$ cat src/rtl/dual_rail_requester.sv
// Clocked client bridge to one user port of the dual-rail arbiter: turns a valid/ready
// request into a two-phase dual-rail transition and decodes the two-phase completion.
module dual_rail_requester #(
    parameter int INPUT       = 32,
    parameter int OUTPUT      = 32,
    parameter int SYNC_STAGES = 2,
    parameter int TIMEOUT     = 0
) (
    input  logic                    clk,
    input  logic                    reset_n,
    input  logic                    req_valid,
    output logic                    req_ready,
    input  logic [INPUT-1:0]        req_data,
    output logic                    rsp_valid,
    input  logic                    rsp_ready,
    output logic [OUTPUT-1:0]       rsp_data,
    output logic                    rsp_error,
    output logic                    busy,
    output logic [INPUT-1:0][1:0]   bus_input,
    input  logic [OUTPUT-1:0][1:0]  bus_output
);

    localparam int CNT_MAX = (TIMEOUT > SYNC_STAGES + 1) ? TIMEOUT : SYNC_STAGES + 1;
    localparam int CNT_W   = $clog2(CNT_MAX + 1) + 1;

    typedef enum logic [1:0] {INIT, IDLE, WAIT, HOLD} state_t;

    state_t                             state;
    logic [CNT_W-1:0]                   count;
    logic [SYNC_STAGES-1:0][OUTPUT-1:0][1:0] sync_pipe;
    logic [OUTPUT-1:0][1:0]             sync;
    logic [OUTPUT-1:0][1:0]             sync_d;
    logic [OUTPUT-1:0][1:0]             snap;
    logic [OUTPUT-1:0]                  tog_t;
    logic [OUTPUT-1:0]                  tog_f;
    logic [INPUT-1:0][1:0]              bus_toggled;
    logic                               all_done;
    logic                               any_illegal;
    logic                               any_tog;
    logic                               stable;

    // bus_output is asynchronous to clk: every rail goes through the flop chain first
    always_ff @(posedge clk or negedge reset_n) begin
        if (!reset_n) begin
            sync_pipe <= '0;
            sync_d    <= '0;
        end else begin
            sync_pipe[0] <= bus_output;
            for (int s = 1; s < SYNC_STAGES; s++) begin
                sync_pipe[s] <= sync_pipe[s-1];
            end
            sync_d <= sync;
        end
    end

    assign sync = sync_pipe[SYNC_STAGES-1];

    for (genvar gi = 0; gi < OUTPUT; gi++) begin : g_decode
        assign tog_t[gi] = sync[gi][1] ^ snap[gi][1];
        assign tog_f[gi] = sync[gi][0] ^ snap[gi][0];
    end

    for (genvar gi = 0; gi < INPUT; gi++) begin : g_encode
        assign bus_toggled[gi] = bus_input[gi] ^ {req_data[gi], ~req_data[gi]};
    end

    // a lane with both rails toggled still counts as finished, but flags an error
    assign all_done    = &(tog_t | tog_f);
    assign any_illegal = |(tog_t & tog_f);
    assign any_tog     = |(tog_t | tog_f);
    assign stable      = (sync == sync_d);

    always_ff @(posedge clk or negedge reset_n) begin
        if (!reset_n) begin
            state     <= INIT;
            count     <= '0;
            snap      <= '0;
            bus_input <= '0;
            rsp_valid <= 1'b0;
            rsp_data  <= '0;
            rsp_error <= 1'b0;
            req_ready <= 1'b0;
            busy      <= 1'b1;
        end else begin
            case (state)
                INIT: begin
                    // let the synchronizer flush before taking the reference snapshot
                    if (count == CNT_W'(SYNC_STAGES)) begin
                        count     <= '0;
                        snap      <= sync;
                        state     <= IDLE;
                        req_ready <= 1'b1;
                        busy      <= 1'b0;
                    end else begin
                        count <= count + 1'b1;
                    end
                end
                IDLE: begin
                    if (req_valid && req_ready) begin
                        bus_input <= bus_toggled;
                        count     <= '0;
                        state     <= WAIT;
                        req_ready <= 1'b0;
                        busy      <= 1'b1;
                    end else if (stable && any_tog) begin
                        snap <= sync;
                    end
                end
                WAIT: begin
                    count <= count + 1'b1;
                    if (all_done && stable) begin
                        rsp_data  <= tog_t;
                        rsp_error <= any_illegal;
                        rsp_valid <= 1'b1;
                        snap      <= sync;
                        state     <= HOLD;
                    end else if (TIMEOUT != 0 && (count + 1'b1) == CNT_W'(TIMEOUT)) begin
                        rsp_data  <= '0;
                        rsp_error <= 1'b1;
                        rsp_valid <= 1'b1;
                        snap      <= sync;
                        state     <= HOLD;
                    end
                end
                HOLD: begin
                    if (rsp_ready) begin
                        rsp_valid <= 1'b0;
                        count     <= '0;
                        state     <= IDLE;
                        req_ready <= 1'b1;
                        busy      <= 1'b0;
                    end
                end
                default: state <= INIT;
            endcase
        end
    end

endmodule
$ cat config.mk
export PLATFORM = sky130hd
export DESIGN_NAME = dual_rail_requester
export DESIGN_NICKNAME = d
export VERILOG_FILES = /design/src/rtl/dual_rail_requester.sv
export SDC_FILE = /design/constraint.sdc
export NUM_CORES = 1
export LEC_CHECK = 0
export CORE_MARGIN = 3
export CORE_UTILIZATION = 48
export DETAILED_ROUTE_END_ITERATION = 10
export HOLD_SLACK_MARGIN = 0.1
export PLACE_DENSITY = 0.74
export SLEW_MARGIN = 20
export SYNTH_ARGS = -nofsm -noshare
export SYNTH_HDL_FRONTEND = slang
export SYNTH_SLANG_ARGS = --single-unit
$ cat constraint.sdc
create_clock -name clk -period 2.76 [get_ports clk]
set_clock_uncertainty 0.05 [all_clocks]
set_input_delay 0.828 -clock clk [delete_from_list [all_inputs] [get_ports clk]]
set_output_delay 0.828 -clock clk [all_outputs]
set_load 0.005 [all_outputs]
=== Word level (Yosys, flattened, before mapping) ===
Cells that the tools add are included.

* Output and inout port bits: 100
* Input port bits: 100
* Logic and storage cells: 350
* Bits in registers: 361

* Mux-type cells: 24
* Bitwise operators: 130
* Add/subtract/negate cells: 1
* Eq/ne operators: 11
* Reductions and logical operators: 17

{| class="wikitable"
|+ Operators by type and width
! kind !! number
|-
| $mux 64 || 4
|-
| $pmux 64 s3 || 1
|-
| $eq 64x64->1 || 1
|-
| $reduce_or 32->1 || 2
|-
| $xor 1x1->1 || 64
|-
| $xor 2x2->2 || 32
|-
| $and 32x32->32 || 1
|-
| $not 1->1 || 32
|-
| $or 32x32->32 || 1
|-
| $reduce_and 32->1 || 1
|-
| $ne 2x2->1 const B || 6
|-
| $pmux 3 s4 || 1
|-
| $mux 3 || 3
|-
| $mux 2 || 4
|-
| $pmux 2 s4 || 1
|-
| $reduce_and 4->1 || 2
|-
| $mux 1 || 7
|-
| $pmux 1 s3 || 2
|-
| $reduce_and 2->1 || 3
|-
| $reduce_bool 3->1 || 2
|-
| $reduce_and 5->1 || 1
|-
| $eq 2x2->1 const B || 2
|-
| $add 3x1->3 const B || 1
|-
| $eq 3x2->1 const B || 1
|-
| 6 further kinds || 8
|}

=== Longest topological paths before layout ===
Gate-level depths: netlist of the first run.

* Depth after elaboration: 7
* Mapped depth: 9
* Gate-level depth less buffers: 8

=== Worst setup path after synthesis of the first run ===
OpenSTA, ideal clock, no wires.

* Path kind: reg-to-reg
* From: register sync_pipe, in the netlist sync[39]
* To: register snap[0] (netlist name)
* Cell stages (with the launch flop): 10
* Setup time: 0.125 ns
* Clock period less this slack: 2.555 ns
* Buffers on the path: 2
* Setup slack: 0.205 ns
* Arrival time: 2.380 ns
* Data required time: 2.585 ns
* Path through: dfrtp_1 xnor2_1 nand4_1 nor4_1 nand4_1 o31a_1 a2111o_1 buf_6 buf_12 mux2_4

* Longest elaborated chain between the ends: 6
* Elaborated cells between the ends (all ways): 10
* Those cells by class: 3 x eq/ne; 2 x bitwise; 5 x reduce/logical

{| class="wikitable"
|+ Ends and longest elaborated chain
! what !! line !! text
|-
| start: declaration || 30 || <nowiki>logic [SYNC_STAGES-1:0][OUTPUT-1:0][1:0] sync_pipe;</nowiki>
|-
| start signal: indexed assignment || 50 || <nowiki>sync_pipe[s] <= sync_pipe[s-1];</nowiki>
|-
| $xor 1x1->1 || 59 || <nowiki>assign tog_t[gi] = sync[gi][1] ^ snap[gi][1];</nowiki>
|-
| $or 32x32->32 || 68, 70 ||
|-
| $reduce_and 32->1 or $reduce_or 32->1 (tied branches) || 68, 70 ||
|-
| $logic_and 1x1->1, on equally long branches || 111, 105 ||
|-
| $ne 2x2->1 (no source line) || n/a ||
|-
| $reduce_and 5->1 (no source line) * || n/a ||
|-
| end signal: assignment || 106 || <nowiki>snap <= sync;</nowiki>
|-
| end signal: assignment || 115 || <nowiki>snap <= sync;</nowiki>
|-
| end signal: assignment || 121 || <nowiki>snap <= sync;</nowiki>
|-
| end: declaration || 33 || <nowiki>logic [OUTPUT-1:0][1:0] snap;</nowiki>
|}

Every way passes the cells marked *; elsewhere a longest branch is shown, timed or not.
A chain may end at the register's enable or synchronous reset.

=== Worst setup path in the final report of the first run ===
* From: register sync_pipe, in the netlist sync[9]
* To: register snap[49] (netlist name)

Same word-level chain as after synthesis.

==> results of run 1 <==
[layout by cell type (no fill, tap or decap), types with 3 or more instances in the layout]
cell type / n
clkbuf_1: 10
clkinvlp_4: 3
mux2_2: 36
inv_1: 7
dfrtp_1: 360
nor4_1: 11
clkbuf_16: 39
xor2_1: 94
clkdlybuf4s50_1: 198
nor4_2: 3
buf_4: 134
xnor2_1: 94
mux2_4: 62
nor2_1: 66
buf_12: 9
ha_1: 7
clkinv_2: 5
nand2_1: 36
o21ai_0: 6
a22oi_1: 16
nand4_1: 31
clkbuf_8: 10
a21oi_1: 3
[flip-flops by register name, indices dropped and copies added, names as in the netlist]
signal and count:
snap 64, count 3, rsp_valid 1, busy 1
rsp_error 1, sync_d 64, req_ready 1, rsp_data 32
bus_input 64, sync_pipe 64, state 2, sync 64
[cell type report]
cell class / instances / area (um2) / share of cell area, %
sequential: 361 / 9030 / 50.0
multi-input combinational: 485 / 4130 / 22.9
timing repair buffer: 344 / 3220 / 17.8
clock buffer: 58 / 1130 / 6.23
tap: 372 / 465 / 2.57
clock inverter: 11 / 81.3 / 0.450
inverter: 7 / 26.3 / 0.145
[power breakdown]
part           leakage [nW]  internal (mW)  switching [mW]
sequential             4.30           6.50           0.867
clock                 0.588           2.83            2.01
combinational          3.33           3.89            2.71
total                  8.22           13.2            5.59
[metal layers]
metal  vias to the layer above  share of wire, %  track usage [%]
li1                       3638                 -                -
met1                      3993                42             27.2
met2                       214                49             33.3
met3                        58               6.5             5.58
met4                         2               2.2             4.76
met5                         -             0.037                0
[synthesized netlist by cell type, drive strengths merged, types with 2 or more instances]
master / number
nand2b: 2
a21oi: 3
buf: 10
clkbuf: 7
nand2: 36
o21ai: 7
xor2: 96
dfrtp: 360
inv: 7
nand4: 31
xnor2: 96
mux2: 98
ha: 7
a22oi: 16
nor4: 16
nor2: 66
mux2i: 2
[logic make-up (layout without fill, tap and decap cells)]
kind of cell             Yosys count  after routing  synth area share (%)
XOR/XNOR                         192            192                  12.7
flip-flops                       361            361                  68.0
buffers and inverters             24            420                  1.50
AO/OA/AOI/OAI                     31             31                  1.59
multiplexers                     100            100                  10.2
adder cells (fa/ha/maj)            7              7                 0.659
AND/OR/NAND/NOR                  155            155                  5.42
[metrics by stage]
stage,hold WS (ns),utilization (%)
2_1_floorplan,0.281,-
3_3_place_gp,0.283,61.8
3_5_place_dp,0.285,61.8
4_1_cts,0.249,66.5
5_1_grt,0.266,66.7
6_report,0.242,66.7
[what timing repair did]
item                                    4_1_cts  5_1_grt
hold endpoints to repair                      0        0
endpoints found under the setup margin       96       76
resized for setup                             9        5
pin swaps                                     3        0
buffers inserted                              2        3
gates cloned                                  0        1
[worst paths after layout]
path,start,endpoint,depth (start not counted)
max reg2reg,sync[9],snap[49],9
min in group clk,sync_pipe[6],sync[6],0
min reg2reg,sync_pipe[6],sync[6],0
max in group asynchronous,reset_n,busy,2
min,reset_n,sync_pipe[53],1
max,sync[9],snap[49],9
==> results.json, run 1 <==
{
  "synthCells": 870,
  "netlist_area_mm2": 0.0133,
  "start_util_pct": 49.0,
  "place.gp.congestion": 0.919,
  "cpPeakStageDelay_ns": 0.48,
  "status": "finished, violations left",
  "synth_edf_count": 0,
  "required_ns": 3.11,
  "diodes": 0,
  "synth_nets": 977,
  "leakage_nw": 8.22,
  "p_total_mw": 18.8,
  "cp.arrival_ns": 3.46,
  "synthArstFlopShare_pct": 100,
  "synth_warnings": 0,
  "critical_path_class": "register to register",
  "ctsHoldBuffers": 0,
  "cp_max_fo": 35,
  "ioPinCount": 200,
  "dp_slack_ns": -0.416,
  "fin_crit_sh_pct": 113,
  "dpl.cell_count": 1564,
  "cp_num_buf_inv": 2,
  "cts-root-buf": "clkbuf_16",
  "dieWidth_um": 172,
  "end_kind": "register",
  "drc_errors": 0,
  "drt_wl_total_mm": 29.4,
  "synth_cell_types": 31,
  "start_kind": "register",
  "avgSynthCellArea_um2": 15.3,
  "max-clock-path-buffers": 3,
  "placed_area_mm2": 0.0167,
  "crit_chain": "xnor2_1, nand4_1, nor4_2, buf_4, nand4_1, o31a_1, a2111o_2, buf_12, mux2_4",
  "clk_latency_ns": 0.52,
  "portBuffers": 199,
  "drt_iter0_drc": 377,
  "max_cap_viol_count": 0,
  "htreeDepth": 2,
  "viasPerCell": 4.83,
  "yosysTopAreaCellShare_pct": 67.8,
  "finalMaxSlewViolations": 0,
  "worst_slack_ns": -0.356,
  "ys_ff_latch": 361,
  "instances_no_fill": 1638,
  "first_pass_iters": 4,
  "stdcell_area_mm2": 0.0181,
  "die_area_mm2": 0.0297,
  "clk_pin_slew_ns": 0.06,
  "gr-usage-all-layers_pct": 20.3,
  "fin_setup_tns_ns": -21.90,
  "antenna_left": 0,
  "die_h_um": 172,
  "slew_headroom_pct": 62.0,
  "cts.sinks": 361,
  "power.density_mw_per_mm2": 1040,
  "layout.nets": 1344,
  "drive_above_1_share_pct": 24.9,
  "worst_pin_slew_ns": 0.570,
  "crit_family": "compound AO/OA/AOI/OAI gates",
  "path_common_cell": "nand4_1",
  "grt_pass1_wl_mm": 47.2,
  "fmax_mhz": 321,
  "row_count": 60,
  "ys_seq_area_share_pct": 68.0,
  "finalCriticalPeriod_ns": 3.12,
  "crit_slowest_cell": "a2111o_2",
  "vias": 7905,
  "yosys.area.top_type": "dfrtp_1",
  "grt_overflow": 0,
  "irDropWorstVdd_mv": 0.594,
  "ff2ff_setup_slack_ns": -0.36,
  "cts_tree": "done",
  "numCtsBuffers": 38,
  "post_drt_wl_per_cell_um": 18.0,
  "grt_max_degree": 69,
  "setup_viol": 65,
  "grt_antenna_before_repair": 1,
  "syn_to_final_growth_pct": 36.2,
  "dp_hpwl_mm": 20.8,
  "hold_viol_final": 0,
  "rsz0062_at_grt": "yes",
  "min_path_type": "input pin to async pin",
  "violations": "negative setup slack",
  "coreArea_mm2": 0.0271,
  "n_fill_cell": 1953,
  "grt_pass1_vias": 8756,
  "synth_flop_cell": "dfrtp_1",
  "synth_area_leaders": "dfrtp_1 (68%), mux2_4 (6.8%), xnor2_1 (6.3%)"
}
(Power assumes the default switching activity.)
==> run 2: changes to the inputs <==
--- a/config.mk
+++ b/config.mk
@@ -6,10 +6,10 @@
 export NUM_CORES = 1
 export LEC_CHECK = 0
 export CORE_MARGIN = 3
-export CORE_UTILIZATION = 48
+export CORE_UTILIZATION = 58
 export DETAILED_ROUTE_END_ITERATION = 10
 export HOLD_SLACK_MARGIN = 0.1
-export PLACE_DENSITY = 0.74
+export PLACE_DENSITY = 0.84
 export SLEW_MARGIN = 20
 export SYNTH_ARGS = -nofsm -noshare
 export SYNTH_HDL_FRONTEND = slang
==> constraint.sdc (replaced) <==
create_clock -name clk -period 3.7 [get_ports clk]
set_clock_uncertainty 0.05 [all_clocks]
set_input_delay 0.925 -clock clk [delete_from_list [all_inputs] [get_ports clk]]
set_output_delay 0.925 -clock clk [all_outputs]
set_load 0.005 [all_outputs]
==> results.json, run 2 (synthesis results as in run 1) <==
{
  "whs_ns": 0.295,
  "row_count": 54,
  "grt_pass1_wl_mm": 46.1,
  "ioPinCount": 200,
  "fin_setup_tns_ns": 0,
  "cts-resized-gates": 0,
  "finalMaxSlewViolations": 0,
  "cp_max_fo": 35,
  "portBuffers": 199,
  "drt_wl_total_mm": 29.1,
  "numCtsBuffers": 37,
  "slew_headroom_pct": 48.9,
  "grt_max_degree": 100,
  "cts_setup_buffers": 0,
  "diodes": 0,
  "p_total_mw": 13.6,
  "leakage_nw": 7.57,
  "clk_pin_slew_ns": 0.06,
  "first_pass_iters": 5,
  "worst_pin_slew_ns": 0.766,
  "grt_pass1_vias": 8456,
  "cts-root-buf": "clkbuf_16",
  "ff2ff_path_depth": 8,
  "r2r_start": "sync[26]",
  "fin_crit_sh_pct": 92.2,
  "ctsHoldBuffers": 0,
  "coreArea_mm2": 0.0222,
  "status": "complete, no violations",
  "worst_slack_ns": 0.289,
  "dp_hpwl_mm": 19.7,
  "n_fill_cell": 1309,
  "finalCriticalPeriod_ns": 3.41,
  "setup_viol": 0,
  "grt_antenna_before_repair": 0,
  "post_drt_wl_per_cell_um": 20.5,
  "antenna_left": 0,
  "dpl.cell_count": 1355,
  "die_area_mm2": 0.0248,
  "vias": 7603,
  "critical_path_class": "register to register",
  "dieWidth_um": 157,
  "drive_above_1_share_pct": 15.8,
  "place.gp.congestion": 0.880,
  "cts_tree": "done",
  "layout.nets": 1221,
  "die_h_um": 157,
  "dp_slack_ns": 0.397,
  "max-clock-path-buffers": 3,
  "drc_errors": 0,
  "grt_overflow": 0,
  "rsz0062_at_grt": "no",
  "ff2ff_setup_slack_ns": 0.29,
  "r2r_end": "snap[15]",
  "cp.arrival_ns": 3.76,
  "start_util_pct": 59.9,
  "viasPerCell": 5.35,
  "hp-start": "sync_pipe[41]",
  "drt_iter0_drc": 533,
  "max_cap_viol_count": 0,
  "start_kind": "register",
  "min_path_type": "register to register",
  "instances_no_fill": 1420,
  "htreeDepth": 2,
  "clk_latency_ns": 0.51,
  "hold_depth": 0,
  "hold_viol_final": 0,
  "fmax_mhz": 293,
  "power.density_mw_per_mm2": 806,
  "cts.sinks": 361,
  "worstHoldEndpoint": "sync[41]",
  "end_kind": "register",
  "gr-usage-all-layers_pct": 24.1,
  "final_common_cell": "dfrtp_1",
  "irDropWorstVdd_mv": 0.453,
  "layout_common_cells": "dfrtp_1 (360), clkdlybuf4s50_1 (198), xor2_1 (96), xnor2_1 (96), nor2_1 (66)",
  "syn_to_final_growth_pct": 27.3,
  "required_ns": 4.05
}
run 2: cell count changes in the layout (fill, tap and decap cells not counted), moves of 3 or more:
cell	change
nor4_1	+4
bufinv_16	+3
buf_12	-5
buf_4	-115
nor4_2	-3
clkbuf_8	-5
run 2: area by class of cell:
class / count / area [um2] / area share, %
flip-flops and latches: 361 / 9030 / 53.4
well taps: 280 / 350 / 2.07
clock inverters: 10 / 135 / 0.799
inverters: 7 / 26.3 / 0.155
multi-input cells: 485 / 4060 / 24.0
clock buffers: 55 / 1090 / 6.42
repair buffers: 222 / 2220 / 13.1
run 2: per-stage QoR:
step                      utilization (%)  area (um2)
after floorplan                         -       13300
after global placement               70.8       15700
after detailed placement             70.8       15700
after CTS                            76.3       16900
after global routing                 76.3       16900
final                                76.3       16900
run 2: worst max path at each step:
stage	start	end	slack (ns)	cells after the start
2_1_floorplan	sync[39]	snap[0]	1.14	9
3_3_place_gp	sync[4]	snap[15]	0.49	8
3_5_place_dp	sync[4]	snap[3]	0.40	8
4_1_cts	sync[26]	snap[15]	0.32	8
5_1_grt	sync[26]	snap[15]	0.18	8
6_report	sync[26]	snap[15]	0.29	8
run 2: layer usage:
metal,GRT usage (%),share of wire (%),wire [um],vias to the layer above
li1,-,-,-,3384
met1,32.7,42,12300,3927
met2,40.2,50,14700,236
met3,5.06,5.3,1540,56
met4,6.45,2.0,572,0
met5,0,0,0,-
run 2: where the power goes:
part / total [mW] / switching (mW) / internal [mW]
logic: 4.38 / 1.93 / 2.45
registers: 5.53 / 0.675 / 4.85
clock network: 3.73 / 1.48 / 2.25
total: 13.6 / 4.08 / 9.55
run 2: worst max-delay path: stages (launching register included):
cell and delay, ns:
dfrtp_1 0.46, xnor2_1 0.23, nand4_1 0.11, nor4_1 0.55
nand4_1 0.31, o31a_1 0.41, a2111o_2 0.42, buf_4 0.33
mux2_4 0.39
==> run 3: changes to the inputs <==
--- a/config.mk
+++ b/config.mk
@@ -7,6 +7,7 @@
 export LEC_CHECK = 0
 export CORE_MARGIN = 3
 export CORE_UTILIZATION = 58
+export CTS_CLUSTER_DIAMETER = 40
 export DETAILED_ROUTE_END_ITERATION = 10
 export HOLD_SLACK_MARGIN = 0.1
 export PLACE_DENSITY = 0.84
==> results.json, run 3 (synthesis results as in run 1) <==
{
  "status": "complete, no violations",
  "die_h_um": 157,
  "first_pass_iters": 8,
  "antenna_left": 0,
  "row_count": 54,
  "cp_num_buf_inv": 1,
  "stdcell_area_mm2": 0.0172,
  "switchingPower_mw": 4.29,
  "place.gp.congestion": 0.880,
  "worst_pin_slew_ns": 0.786,
  "fin_crit_sh_pct": 96.9,
  "layout_common_cells": "dfrtp_1 (360), clkdlybuf4s50_1 (198), xor2_1 (96), xnor2_1 (96), nor2_1 (66)",
  "end_kind": "register",
  "clk_latency_ns": 0.53,
  "instances_no_fill": 1430,
  "placed_area_mm2": 0.0157,
  "fin_setup_tns_ns": 0,
  "numCtsBuffers": 42,
  "drc_errors": 0,
  "min_path_type": "register to register",
  "vias": 7711,
  "ff2ff_path_depth": 8,
  "htreeDepth": 2,
  "grt_antenna_before_repair": 0,
  "p_int_mw": 10.2,
  "final_common_cell": "dfrtp_1",
  "crit_slowest_cell": "nor4_1",
  "viasPerCell": 5.39,
  "dieWidth_um": 157,
  "power.density_mw_per_mm2": 839,
  "rsz0062_at_grt": "no",
  "setup_viol": 0,
  "gr-usage-all-layers_pct": 25.0,
  "post_drt_wl_per_cell_um": 21.0,
  "syn_to_final_growth_pct": 29.8,
  "dp_hpwl_mm": 19.7,
  "grt_pass1_vias": 8659,
  "drt_wl_total_mm": 30.1,
  "cp_max_fo": 35,
  "cts-root-buf": "clkbuf_16",
  "fmax_mhz": 279,
  "leakage_nw": 7.73,
  "swShare_pct": 29.7,
  "n_fill_cell": 1262,
  "finalMaxSlewViolations": 0,
  "required_ns": 4.05,
  "crit_chain": "xnor2_1, nand4_1, nor4_1, nand4_1, o31a_1, a2111o_2, buf_4, mux2_4",
  "grt_pass1_wl_mm": 47.9,
  "drt_iter0_drc": 525,
  "hold_viol_final": 0,
  "slew_headroom_pct": 47.6,
  "cts_tree": "done",
  "clock_power_share_pct": 31.4,
  "cts_setup_buffers": 0,
  "start_kind": "register",
  "cp.depth": 8,
  "dpl.cell_count": 1355,
  "clk_pin_slew_ns": 0.06,
  "ioPinCount": 200,
  "multi_input_area_mm2": 0.00406,
  "diodes": 0,
  "pwr-share-seq_pct": 38.2,
  "combinationalPowerShare_pct": 30.4,
  "finalCriticalPeriod_ns": 3.58,
  "hold_depth": 0,
  "grt_overflow": 0,
  "crit_family": "simple AND/OR/NAND/NOR gates",
  "coreArea_mm2": 0.0222,
  "portBuffers": 199,
  "critical_path_class": "register to register",
  "die_area_mm2": 0.0248,
  "grt_max_degree": 100,
  "max-clock-path-buffers": 3,
  "seqCellArea_mm2": 0.00903,
  "cpPeakStageDelay_ns": 0.62,
  "cp.arrival_ns": 3.94,
  "cts-resized-gates": 0,
  "irDropWorstVdd_mv": 0.566,
  "drive_above_1_share_pct": 17.1,
  "start_util_pct": 59.9,
  "layout.nets": 1226,
  "path_common_cell": "nand4_1",
  "cts.sinks": 361,
  "max_cap_viol_count": 0,
  "ctsHoldBuffers": 0
}
-- run 3: cell count changes in the layout (fill, tap and decap cells not counted), sizes merged --
| cell | previous run | this run |
|---|---|---|
| clkinv | 4 | 3 |
| clkbuf | 55 | 53 |
| clkinvlp | 1 | 3 |
| bufinv | 3 | 8 |
| inv | 9 | 15 |
-- run 3: power groups by stage --
stage	clock network [mW]	logic (mW)	registers (mW)
final	4.54	4.39	5.53
after global routing	4.80	4.68	5.64
after CTS	4.60	4.39	5.53
after detailed placement	0	4.33	5.53
after global placement	0	4.19	5.53
after floorplan	0	2.81	5.47
-- run 3: final timing paths --
kind                                endpoint          start  slack (ns)
min in group asynchronous       sync_pipe[5]        reset_n        0.41
worst max register to register      snap[17]       sync[26]        0.12
max in group asynchronous       rsp_data[18]        reset_n        2.31
worst min register to register      sync[61]  sync_pipe[61]        0.29
worst min-delay path                sync[61]  sync_pipe[61]        0.29
worst max-delay path                snap[17]       sync[26]        0.12
-- run 3: area by class of cell --
type	count	share of cell area (%)
flip-flops and latches	361	52.4
well taps	280	2.03
clock buffers	53	6.94
multi-input cells	485	23.5
inverters	7	0.152
repair buffers	222	12.9
clock inverters	22	2.03
-- run 3: routing by layer --
layer  up-vias  track usage [%]  part of all wire [%]
li1       3408                -                     -
met1      3919             33.3                    41
met2       294             40.5                    49
met4         0             9.34                   3.3
met5         -                0                     0
met3        90             6.21                   6.3
-- run 3: per-stage QoR --
stage / power, mW / hold WS [ns] / setup slack, ns / utilization [%]
5_1_grt: 15.1 / 0.287 / 0.0862 / 77.8
4_1_cts: 14.5 / 0.287 / 0.209 / 77.8
2_1_floorplan: 8.28 / 0.281 / 1.14 / -
6_report: 14.5 / 0.287 / 0.116 / 77.8
3_3_place_gp: 9.72 / 0.282 / 0.486 / 70.8
3_5_place_dp: 9.86 / 0.285 / 0.397 / 70.8
